$ cat config.mk
export PLATFORM = sky130hd
export DESIGN_NAME = fifo_to_lanes_distributor
export DESIGN_NICKNAME = d
export VERILOG_FILES = /design/src/rtl/fifo_to_lanes_distributor.sv
export SDC_FILE = /design/constraint.sdc
export NUM_CORES = 1
export LEC_CHECK = 0
export ABC_AREA = 0
export BUFFER_PORTS_ARGS = -buffer_cell sky130_fd_sc_hd__buf_2
export CAP_MARGIN = 25
export CELL_PAD_IN_SITES_DETAIL_PLACEMENT = 1
export CELL_PAD_IN_SITES_GLOBAL_PLACEMENT = 1
export CORE_MARGIN = 5
export CORE_UTILIZATION = 38
export CTS_CLUSTER_DIAMETER = 40
export DETAILED_ROUTE_END_ITERATION = 12
export HOLD_SLACK_MARGIN = 0.1
export PLACE_DENSITY_LB_ADDON = 0.12
export SLEW_MARGIN = 25
export SYNTH_ARGS = -nofsm -noshare
export SYNTH_HDL_FRONTEND = slang
export SYNTH_SLANG_ARGS = --single-unit
export TNS_END_PERCENT = 30
$ cat constraint.sdc
create_clock -name clk -period 3.95 [get_ports clk]
set_input_delay 0.395 -clock clk [delete_from_list [all_inputs] [get_ports clk]]
set_output_delay 0.395 -clock clk [all_outputs]
set_load 0.02 [all_outputs]
$ cat src/rtl/fifo_to_lanes_distributor.sv
// fifo_to_lanes_distributor: spreads FIFO words byte-per-lane with per-packet start/fin control
module fifo_to_lanes_distributor #(
  parameter int LANES       = 4,
  parameter int BIT_REVERSE = 1,
  parameter int CNT_W       = 3
) (
  input  logic               clk,
  input  logic               rst_n,
  input  logic [8*LANES-1:0] fifo_data,
  input  logic [CNT_W-1:0]   fifo_bytes,
  input  logic               fifo_last,
  input  logic               fifo_empty,
  output logic               fifo_read,
  input  logic               mode_lp_in,
  output logic [LANES-1:0]   lanes_mode_lp,
  output logic [LANES-1:0]   lanes_start_rqst,
  output logic [LANES-1:0]   lanes_fin_rqst,
  output logic [8*LANES-1:0] lanes_inp_data,
  input  logic [LANES-1:0]   lanes_data_rqst,
  output logic               busy,
  output logic               underrun_err,
  input  logic               err_clr
);
  typedef enum logic [1:0] {IDLE, START, ACTIVE, FINISH} state_t;
  state_t             state_q;
  logic [8*LANES-1:0] data_q;
  logic [LANES-1:0]   valid_q, started_q;
  logic               last_q, mode_q, err_q;
  logic [CNT_W-1:0]   nb;
  logic [LANES-1:0]   word_valid;
  logic [8*LANES-1:0] word_data;
  logic               pop_idle, pop_act, set_err, unused_rqst;
  assign unused_rqst = ^lanes_data_rqst;
  // Invalid lanes of a partial word get 0x00 so their serializer idles cleanly.
  always_comb begin
    nb = (fifo_bytes == '0 || fifo_bytes > CNT_W'(LANES)) ? CNT_W'(LANES) : fifo_bytes;
    word_valid = '0;
    word_data = '0;
    for (int i = 0; i < LANES; i++) begin
      word_valid[i] = !fifo_last || (CNT_W'(i) < nb);
      for (int j = 0; j < 8; j++)
        word_data[8*i+j] = word_valid[i] & ((BIT_REVERSE != 0) ? fifo_data[8*i+7-j] : fifo_data[8*i+j]);
    end
  end
  assign pop_idle = (state_q == IDLE) && !fifo_empty;
  assign pop_act  = (state_q == ACTIVE) && lanes_data_rqst[0] && !last_q && !fifo_empty;
  assign set_err  = (state_q == ACTIVE) && lanes_data_rqst[0] && !last_q && fifo_empty;
  assign fifo_read        = rst_n && (pop_idle || pop_act);
  assign lanes_start_rqst = (state_q == START) ? valid_q : '0;
  assign lanes_fin_rqst   = (state_q == FINISH) ? started_q : pop_act ? (started_q & ~word_valid) : '0;
  assign lanes_mode_lp    = {LANES{mode_q}};
  assign lanes_inp_data   = data_q;
  assign busy             = state_q != IDLE;
  assign underrun_err     = err_q;
  always_ff @(posedge clk or negedge rst_n) begin
    if (!rst_n) begin
      state_q   <= IDLE;
      data_q    <= '0;
      valid_q   <= '0;
      started_q <= '0;
      last_q    <= 1'b0;
      mode_q    <= 1'b0;
      err_q     <= 1'b0;
    end else begin
      err_q <= set_err ? 1'b1 : err_clr ? 1'b0 : err_q;
      case (state_q)
        IDLE: if (pop_idle) begin
          data_q  <= word_data;
          valid_q <= word_valid;
          last_q  <= fifo_last;
          mode_q  <= mode_lp_in;
          state_q <= START;
        end
        START: begin
          started_q <= valid_q;
          state_q   <= ACTIVE;
        end
        ACTIVE: if (lanes_data_rqst[0]) begin
          if (pop_act) begin
            data_q    <= word_data;
            valid_q   <= word_valid;
            last_q    <= fifo_last;
            started_q <= started_q & word_valid;
          end else state_q <= FINISH;
        end
        FINISH: begin
          started_q <= '0;
          mode_q    <= 1'b0;
          state_q   <= IDLE;
        end
      endcase
    end
  end
endmodule

Word level (Yosys, flattened, before mapping)

Cells that the tools add are included.

$lt $le $gt $ge: 5
Equality and inequality tests: 7
Multiplexer cells: 27
Bitwise logic cells: 35
Reductions and logical operators: 26

Operators with widths:

| kind                 | count |
|---|---|
| $mux W32             | 3 |
| $pmux W32 S2         | 1 |
| $and A1 B1 Y1        | 32 |
| $mux W4              | 8 |
| $pmux W4 S3          | 1 |
| $and A4 B4 Y4        | 2 |
| $ne A2 B2 Y1 const B | 4 |
| $pmux W2 S4          | 1 |
| $pmux W4 S2          | 1 |
| $reduce_bool A2 Y1   | 4 |
| $logic_and A1 B1 Y1  | 6 |
| $logic_or A1 B1 Y1   | 6 |
| $lt A1 B3 Y1 const A | 2 |
| $lt A2 B3 Y1 const A | 2 |
| $mux W1              | 6 |
| $mux W2              | 3 |
| $reduce_and A3 Y1    | 2 |
| $eq A2 B2 Y1 const B | 2 |
| $not A4 Y4           | 1 |
| $pmux W1 S2          | 2 |
| $reduce_and A4 Y1    | 1 |
| $gt A3 B3 Y1 const B | 1 |
| $logic_not A1 Y1     | 3 |
| $logic_not A3 Y1     | 1 |
| 5 further kinds      | 5 |

Flip-flop bits (word level): 45
Input bits: 45
Output and inout bits: 47
Logic and storage cells: 107

Longest topological paths before layout

Gate-level depths: netlist of run 1.

Depth in word-level cells: 9
Gate-level depth with buffers: 8
Gate-level depth less buffers: 5

Least setup slack after synthesis of run 1

Ideal clock, no wire load.

Path type: input to output
From: input port fifo_bytes[1]
To: output port lanes_fin_rqst[1]
Arrival: 1,670 ps
Required time: 3,555 ps
Slack: 1,885 ps
Stages: 6
Path buffers: 1
Cell sequence: or2_2 -> ha_1 -> nor2b_1 -> clkbuf_1 -> nor3_1 -> o21a_1

Word-level cells in the longest chain between the ends: 9
Elaborated cells on any way between the ends: 10
Classes of those cells: order compare (2); mux (3); bitwise (2); reduce/logical (3)

RTL lines:

| what                                                    | line | source |
|---|---|---|
| start, declared                                         | 10   | `input logic [CNT_W-1:0] fifo_bytes,` |
| $gt A3 B3 Y1 / $logic_not A3 Y1 (equally long branches) | 36   | `nb = (fifo_bytes == '0 \|\| fifo_bytes > CNT_W'(LANES)) ? CNT_W'(LANES) : fifo_bytes;` |
| $logic_or A1 B1 Y1                                      | 36   |  |
| $mux W3 *                                               | 36   |  |
| $lt A1 B3 Y1 *                                          | 40   | `word_valid[i] = !fifo_last \|\| (CNT_W'(i) < nb);` |
| $logic_or A1 B1 Y1 *                                    | 40   |  |
| $not A4 Y4 *                                            | 50   | `assign lanes_fin_rqst = (state_q == FINISH) ? started_q : pop_act ? (started_q & ~word_valid) : '0;` |
| $and A4 B4 Y4 *                                         | 50   |  |
| $mux W4 * (2 in series)                                 | 50   |  |
| end, declared                                           | 17   | `output logic [LANES-1:0] lanes_fin_rqst,` |

Mark *: on every way between the ends. The rest lies on a longest branch, timed or not.

Final worst setup path of run 1

From: register state_q[0]
To: output port lanes_fin_rqst[0]

Word-level cells in the longest chain between the ends: 6
Elaborated cells on any way between the ends: 7
Classes of those cells: eq/ne (2); mux (2); reduce/logical (3)

RTL lines:

| what                              | line | source |
|---|---|---|
| start, declared                   | 25   | `state_t state_q;` |
| start signal, assigned            | 57   | `state_q <= IDLE;` |
| start signal, assigned            | 72   | `state_q <= START;` |
| start signal, assigned            | 76   | `state_q <= ACTIVE;` |
| $eq A2 B2 Y1                      | 46   | `assign pop_act = (state_q == ACTIVE) && lanes_data_rqst[0] && !last_q && !fifo_empty;` |
| $logic_and A1 B1 Y1 (3 in series) | 46   |  |
| $mux W4                           | 50   |  |
| $mux W4 *                         | 50   |  |

Marked as above.

==> results of run 1 <==
registers in the layout, summed over array words and instances, names as in the netlist:
signal and flops:
valid_q 4, lanes_inp_data 32, underrun_err 1, started_q 4, last_q 1, mode_q 1
state_q 2
layer usage:
metal	up-vias	part of all wire
met5	-	0
met3	2	0.064
met1	848	0.46
met4	0	0.0042
met2	60	0.47
li1	857	-
metrics by stage:
stage                     hold slack (ns)  instance area (um2)
after CTS                           0.213                 2660
after global routing                0.240                 2660
after floorplan                    0.0994                 2120
final                               0.189                 2660
after detailed placement            0.486                 2560
after global placement              0.482                 2560
power breakdown:
part           switching (mW)  internal (mW)  total (mW)
sequential              0.127          0.672       0.799
combinational           0.615          0.402        1.02
clock                   0.149          0.158       0.308
logic make-up (layout without fill, tap and decap cells):
kind of cell               Yosys count  count (layout)  share of synthesized area
AOI/OAI and AO/OA                   65              65                      0.218
and+or+nand+nor                     52              52                      0.136
DFF                                 45              45                      0.532
buffers and inverters               24             106                     0.0638
adders and majority gates            6               6                     0.0354
muxes                                3               3                     0.0154
how the worst min path moves through the flow:
stage	startpoint	end	slack, ns	cells after the start
2_1_floorplan	rst_n	lanes_inp_data[0]$_DFFE_PN0P_	0.1	0
3_3_place_gp	lanes_inp_data[28]$_DFFE_PN0P_	lanes_inp_data[28]$_DFFE_PN0P_	0.48	2
3_5_place_dp	lanes_inp_data[0]$_DFFE_PN0P_	lanes_inp_data[0]$_DFFE_PN0P_	0.49	1
4_1_cts	rst_n	state_q[0]$_DFFE_PN0P_	0.21	2
5_1_grt	rst_n	state_q[1]$_DFFE_PN0P_	0.24	2
6_report	rst_n	state_q[0]$_DFFE_PN0P_	0.19	2
worst reg2reg max path, stage by stage (launching register included):
cell and delay, ns:
dfrtp_1 0.41, inv_1 0.13, ha_1 0.39, or3b_4 0.40
and2_4 0.46, mux2_2 0.38
Yosys cell counts (all sizes together) (3+ instances only):
cell type and n:
nand2 11, a22o 16, nand3 19, ha 6, clkbuf 5, nand2b 3, buf 12, and2 6
nor2 3, o21a 4, inv 7, o21ai 32, dfrtp 45, a22oi 4
layout make-up:
cell class / instances / area, um2
Fill cell: 669 / 2810
Sequential cell: 45 / 1130
Multi-Input combinational cell: 126 / 857
Timing Repair Buffer: 91 / 463
Clock buffer: 7 / 96.3
Tap cell: 72 / 90.1
Inverter: 7 / 26.3
Clock inverter: 1 / 5.00
==> out/qor.csv, run 1 <==
metric,value,unit
status,"complete, no violations",
ys.flop_type,dfrtp_1,
final_cell_mix,"buf_2, dfrtp_1, o21ai_0, nand3_1, a22o_1",
grtUsageTotal,0.157,
yosysWarningCount,0,
skew,0.00395,ns
startpoint_type,flop,
worstSetupPathType,flop to primary output,
worst_slack,1.13,ns
grt-busiest-layer,met2,
cts_sinks,45,
grt_max_degree,47,
drt_wl_total,5450,um
cts_tree,built,
num_vias,1767,
cts-root-buf,clkbuf_8,
io_buffers,88,
synthToLayoutAreaGrowth,25.8,%
ys_seq_elements,45,
crit_fanout,28,
drt_iter0_markers,43,
cp.depth,7,
clk_pin_slew,0.08,ns
syn_nets,246,
fp.coreArea,0.00547,mm2
start_util,0.387,
dieArea,0.00717,mm2
async_flop_share,1.00,
viasPerCell,5.06,
worst_pin_slew,0.751,ns
utilization,0.487,
hold_buffers,0,
firstDrtPassIters,4,
rrSetupSlack,1.67,ns
critical_path.max_stage_delay,0.47,ns
synth_edf_count,0,
dp_slack,1.44,ns
reg2reg_depth,5,
post-place-cells,341,
synth.yosys.seq_area_share,0.532,
nets,327,
rsz0062_at_grt,no,
drive_above_1_share,0.383,
crit_arrival,2.43,ns
setup_viol,0,
clk-insertion-delay-late,0.28,ns
r2r-start,state_q[0]$_DFFE_PN0P_,
num_rows,27,
die_h,84.7,um
wl_per_cell,15.6,um
clock_path_buffers,2,
crit_slowest_cell,nor4b_1,
ctsResizeCount,0,
crit_path_start,state_q[0]$_DFFE_PN0P_,
grt_util_met2,0.257,
vdd_drop_max,352,uV
period_share,0.714,
synth_top_area_cell,dfrtp_1,
yosysTopAreaCellShare,0.532,
met3_usage,0.0402,
io_pins,92,
drv_slew,0,
period_needed,2.82,ns
path_delay_family,simple AND/OR/NAND/NOR gates,
fin_cells,349,
p_total,2.12,mW
cts_buffers,5,
post-dp-hpwl,3890,um
p_leak,1.39,nW
end_kind,primary output,
drc,0,
final_common_cell,buf_2,
max_freq,355,MHz
r2r-end,last_q$_DFFE_PN0P_,
netlist-cell-type-count,37,
tns,0,ns
cp-endpoint,lanes_fin_rqst[0],
p_per_area,797,mW/mm2
grt_pass1_wl,9230,um
max_cap_viol_count,0,
netlist_instances,195,
required,3.56,ns
worst_hold_path_type,input port to async pin,
final_antenna_net_count,0,
overflow,0,
crit_buf_inv,3,
cp_cell_sequence,inv_1 -> ha_1 -> nand4bb_1 -> buf_4 -> nor4b_1 -> o21a_1 -> buf_2,
place_congestion,0.752,
synth_area,0.00212,mm2
syn_avg_cell_area,10.9,um2
cts_setup_buffers,0,
cts_max_level,2,
netlist_top_cells_area,"dfrtp_1, a22o_1, o21ai_0",
num_antenna_cells,0,
die_w,84.7,um
hold_viol_final,0,
antenna_found_initial,0,
relSlewSlack,0.498,
grtUsageMet1,0.212,
grt_pass1_vias,1902,
Note: power is estimated with default switching activity, not from simulation.
==> run 2: changes to the inputs <==
--- a/config.mk
+++ b/config.mk
@@ -5,13 +5,13 @@
 export SDC_FILE = /design/constraint.sdc
 export NUM_CORES = 1
 export LEC_CHECK = 0
-export ABC_AREA = 0
+export ABC_AREA = 1
 export BUFFER_PORTS_ARGS = -buffer_cell sky130_fd_sc_hd__buf_2
 export CAP_MARGIN = 25
 export CELL_PAD_IN_SITES_DETAIL_PLACEMENT = 1
 export CELL_PAD_IN_SITES_GLOBAL_PLACEMENT = 1
 export CORE_MARGIN = 5
-export CORE_UTILIZATION = 38
+export CORE_UTILIZATION = 31
 export CTS_CLUSTER_DIAMETER = 40
 export DETAILED_ROUTE_END_ITERATION = 12
 export HOLD_SLACK_MARGIN = 0.1
==> constraint.sdc (replaced) <==
create_clock -name clk -period 2.3 [get_ports clk]
set_input_delay 0.23 -clock clk [delete_from_list [all_inputs] [get_ports clk]]
set_output_delay 0.23 -clock clk [all_outputs]
set_load 0.02 [all_outputs]
==> out/qor.csv, run 2 <==
metric,value,unit
p_per_area,1400,mW/mm2
dieArea,0.00962,mm2
end_kind,primary output,
drc,0,
synth-xor-area-share,0,
clk_pin_slew,0.09,ns
syn_avg_cell_area,7.59,um2
yosys.area_share.simple,0.366,
yosysMostFrequentCell,nand2_1,
grt_pass1_vias,2445,
period_share,0.898,
async_flop_share,1.00,
crit_arrival,1.83,ns
antenna_found_initial,0,
status,"complete, no violations",
rsz0062_at_grt,no,
relSlewSlack,0.608,
syn_nets,368,
skew,0.00194,ns
worstSetupPathType,flop to primary output,
worst_pin_slew,0.588,ns
synthToLayoutAreaGrowth,27.7,%
synth_top_area_cell,dfrtp_1,
viasPerCell,4.41,
die_w,98.1,um
netlist_top_cells_count,"nand2_1, dfrtp_1, inv_1",
start_util,0.315,
synth_top_family_by_area,simple AND/OR/NAND/NOR gates,
final_common_cell,nand2_1,
io_buffers,88,
worst_hold_path_type,input port to flop,
cts-root-buf,clkbuf_8,
firstDrtPassIters,4,
dpl-instance-area,0.00292,mm2
synthAdderAreaFrac,0.0312,
io_pins,92,
cts_max_level,2,
clock_path_buffers,2,
ys.flop_type,dfrtp_1,
num_rows,32,
yosysWarningCount,0,
startpoint_type,flop,
drv_slew,0,
tns,0,ns
timing.hold.ws,0.168,ns
num_vias,2251,
drive_above_1_share,0.279,
largest_register_ffs,32,
cts_sinks,45,
netlist-cell-type-count,23,
final_antenna_net_count,0,
worst_slack,0.236,ns
yosysTopAreaCellShare,0.468,
max_freq,484,MHz
overflow,0,
grt_pass1_wl,11600,um
design_area,0.00307,mm2
period_needed,2.06,ns
synth-compound-area-share,0.0359,
muxShareOfSynthArea,0,
clk-insertion-delay-late,0.29,ns
vdd_drop_max,403,uV
final_cell_mix,"nand2_1, buf_2, dfrtp_1, inv_1, nand3b_1",
hold_viol_final,0,
max_cap_viol_count,0,
nets,459,
synth_edf_count,0,
grtUsageTotal,0.146,
synth_area,0.00241,mm2
post-dp-hpwl,4900,um
grt_max_degree,46,
num_antenna_cells,0,
synth.yosys.seq_area_share,0.468,
cts_tree,built,
crit_fanout,8,
dp_slack,0.410,ns
netlist_top_cells_area,"dfrtp_1, nand2_1, nand3b_1",
utilization,0.402,
p_leak,1.91,nW
die_h,98.1,um
setup_viol,0,
fp.coreArea,0.00765,mm2
place_congestion,0.721,
wl_per_cell,13.2,um
drt_iter0_markers,45,
required,2.07,ns
cts_buffers,5,
ys_seq_elements,45,
netlist_instances,317,
drt_wl_total,6740,um
[run 2: kinds of logic after synthesis]
| group | Yosys count |
|---|---|
| DFF | 45 |
| and+or+nand+nor | 205 |
| buffers and inverters | 49 |
| adders and majority gates | 6 |
| AOI/OAI and AO/OA | 12 |
[run 2: final cells by class]
cell class / instances / area (um2)
Tap cell: 102 / 128
Clock inverter: 1 / 30.0
Inverter: 34 / 128
Sequential cell: 45 / 1130
Multi-Input combinational cell: 223 / 1050
Clock buffer: 7 / 86.3
Fill cell: 998 / 4570
Timing Repair Buffer: 99 / 528
[run 2: where the power goes]
group          internal [mW]  total (mW)  leakage (nW)  switching (mW)
Combinational          0.757        2.30          1.28            1.55
Sequential              1.16        1.38         0.565           0.214
Clock                  0.355       0.633        0.0585           0.278
Total                   2.28        4.32          1.91            2.04
[run 2: worst paths after layout]
check / from / endpoint / slack (ns) / depth (start not counted)
worst min-delay path: fifo_empty / underrun_err$_DFFE_PN0P_ / 0.17 / 3
max in group asynchronous: rst_n / lanes_inp_data[23]$_DFFE_PN0P_ / 1.34 / 3
worst max register to register: state_q[1]$_DFFE_PN0P_ / lanes_inp_data[6]$_DFFE_PN0P_ / 0.52 / 8
worst min register to register: lanes_inp_data[26]$_DFFE_PN0P_ / lanes_inp_data[26]$_DFFE_PN0P_ / 0.48 / 2
worst max-delay path: state_q[0]$_DFFE_PN0P_ / lanes_fin_rqst[2] / 0.24 / 9
min in group asynchronous: rst_n / mode_q$_DFFE_PN0P_ / 0.57 / 3
[run 2: timing repair]
action	4_1_cts	5_1_grt
endpoints found under the setup margin	0	2
gates resized for setup	0	1
hold buffers	2	0
endpoints found under the hold margin	46	0
setup buffers	0	1
[run 2: stage by stage]
stage                     instances  total power, mW
final                           511             4.32
after global routing            511             4.71
after CTS                       510             4.40
after detailed placement        500             3.74
after global placement          500             3.68
after floorplan                 317             3.07
[run 2: per-layer routing]
layer	global-route usage	up-vias	share of wire
li1	-	1132	-
met1	0.184	1062	0.46
met2	0.251	52	0.48
met3	0.0386	5	0.057
met4	0.0319	0	0.0031
met5	0	-	0
[run 2: worst max-delay path, stage by stage, from the launching register on]
cell and delay [ns]:
dfrtp_1 0.40, inv_1 0.11, ha_1 0.18, nand2_1 0.09, nor2_4 0.14, nand2_4 0.12, inv_1 0.11, nand2_1 0.05
a21boi_0 0.15, buf_2 0.19
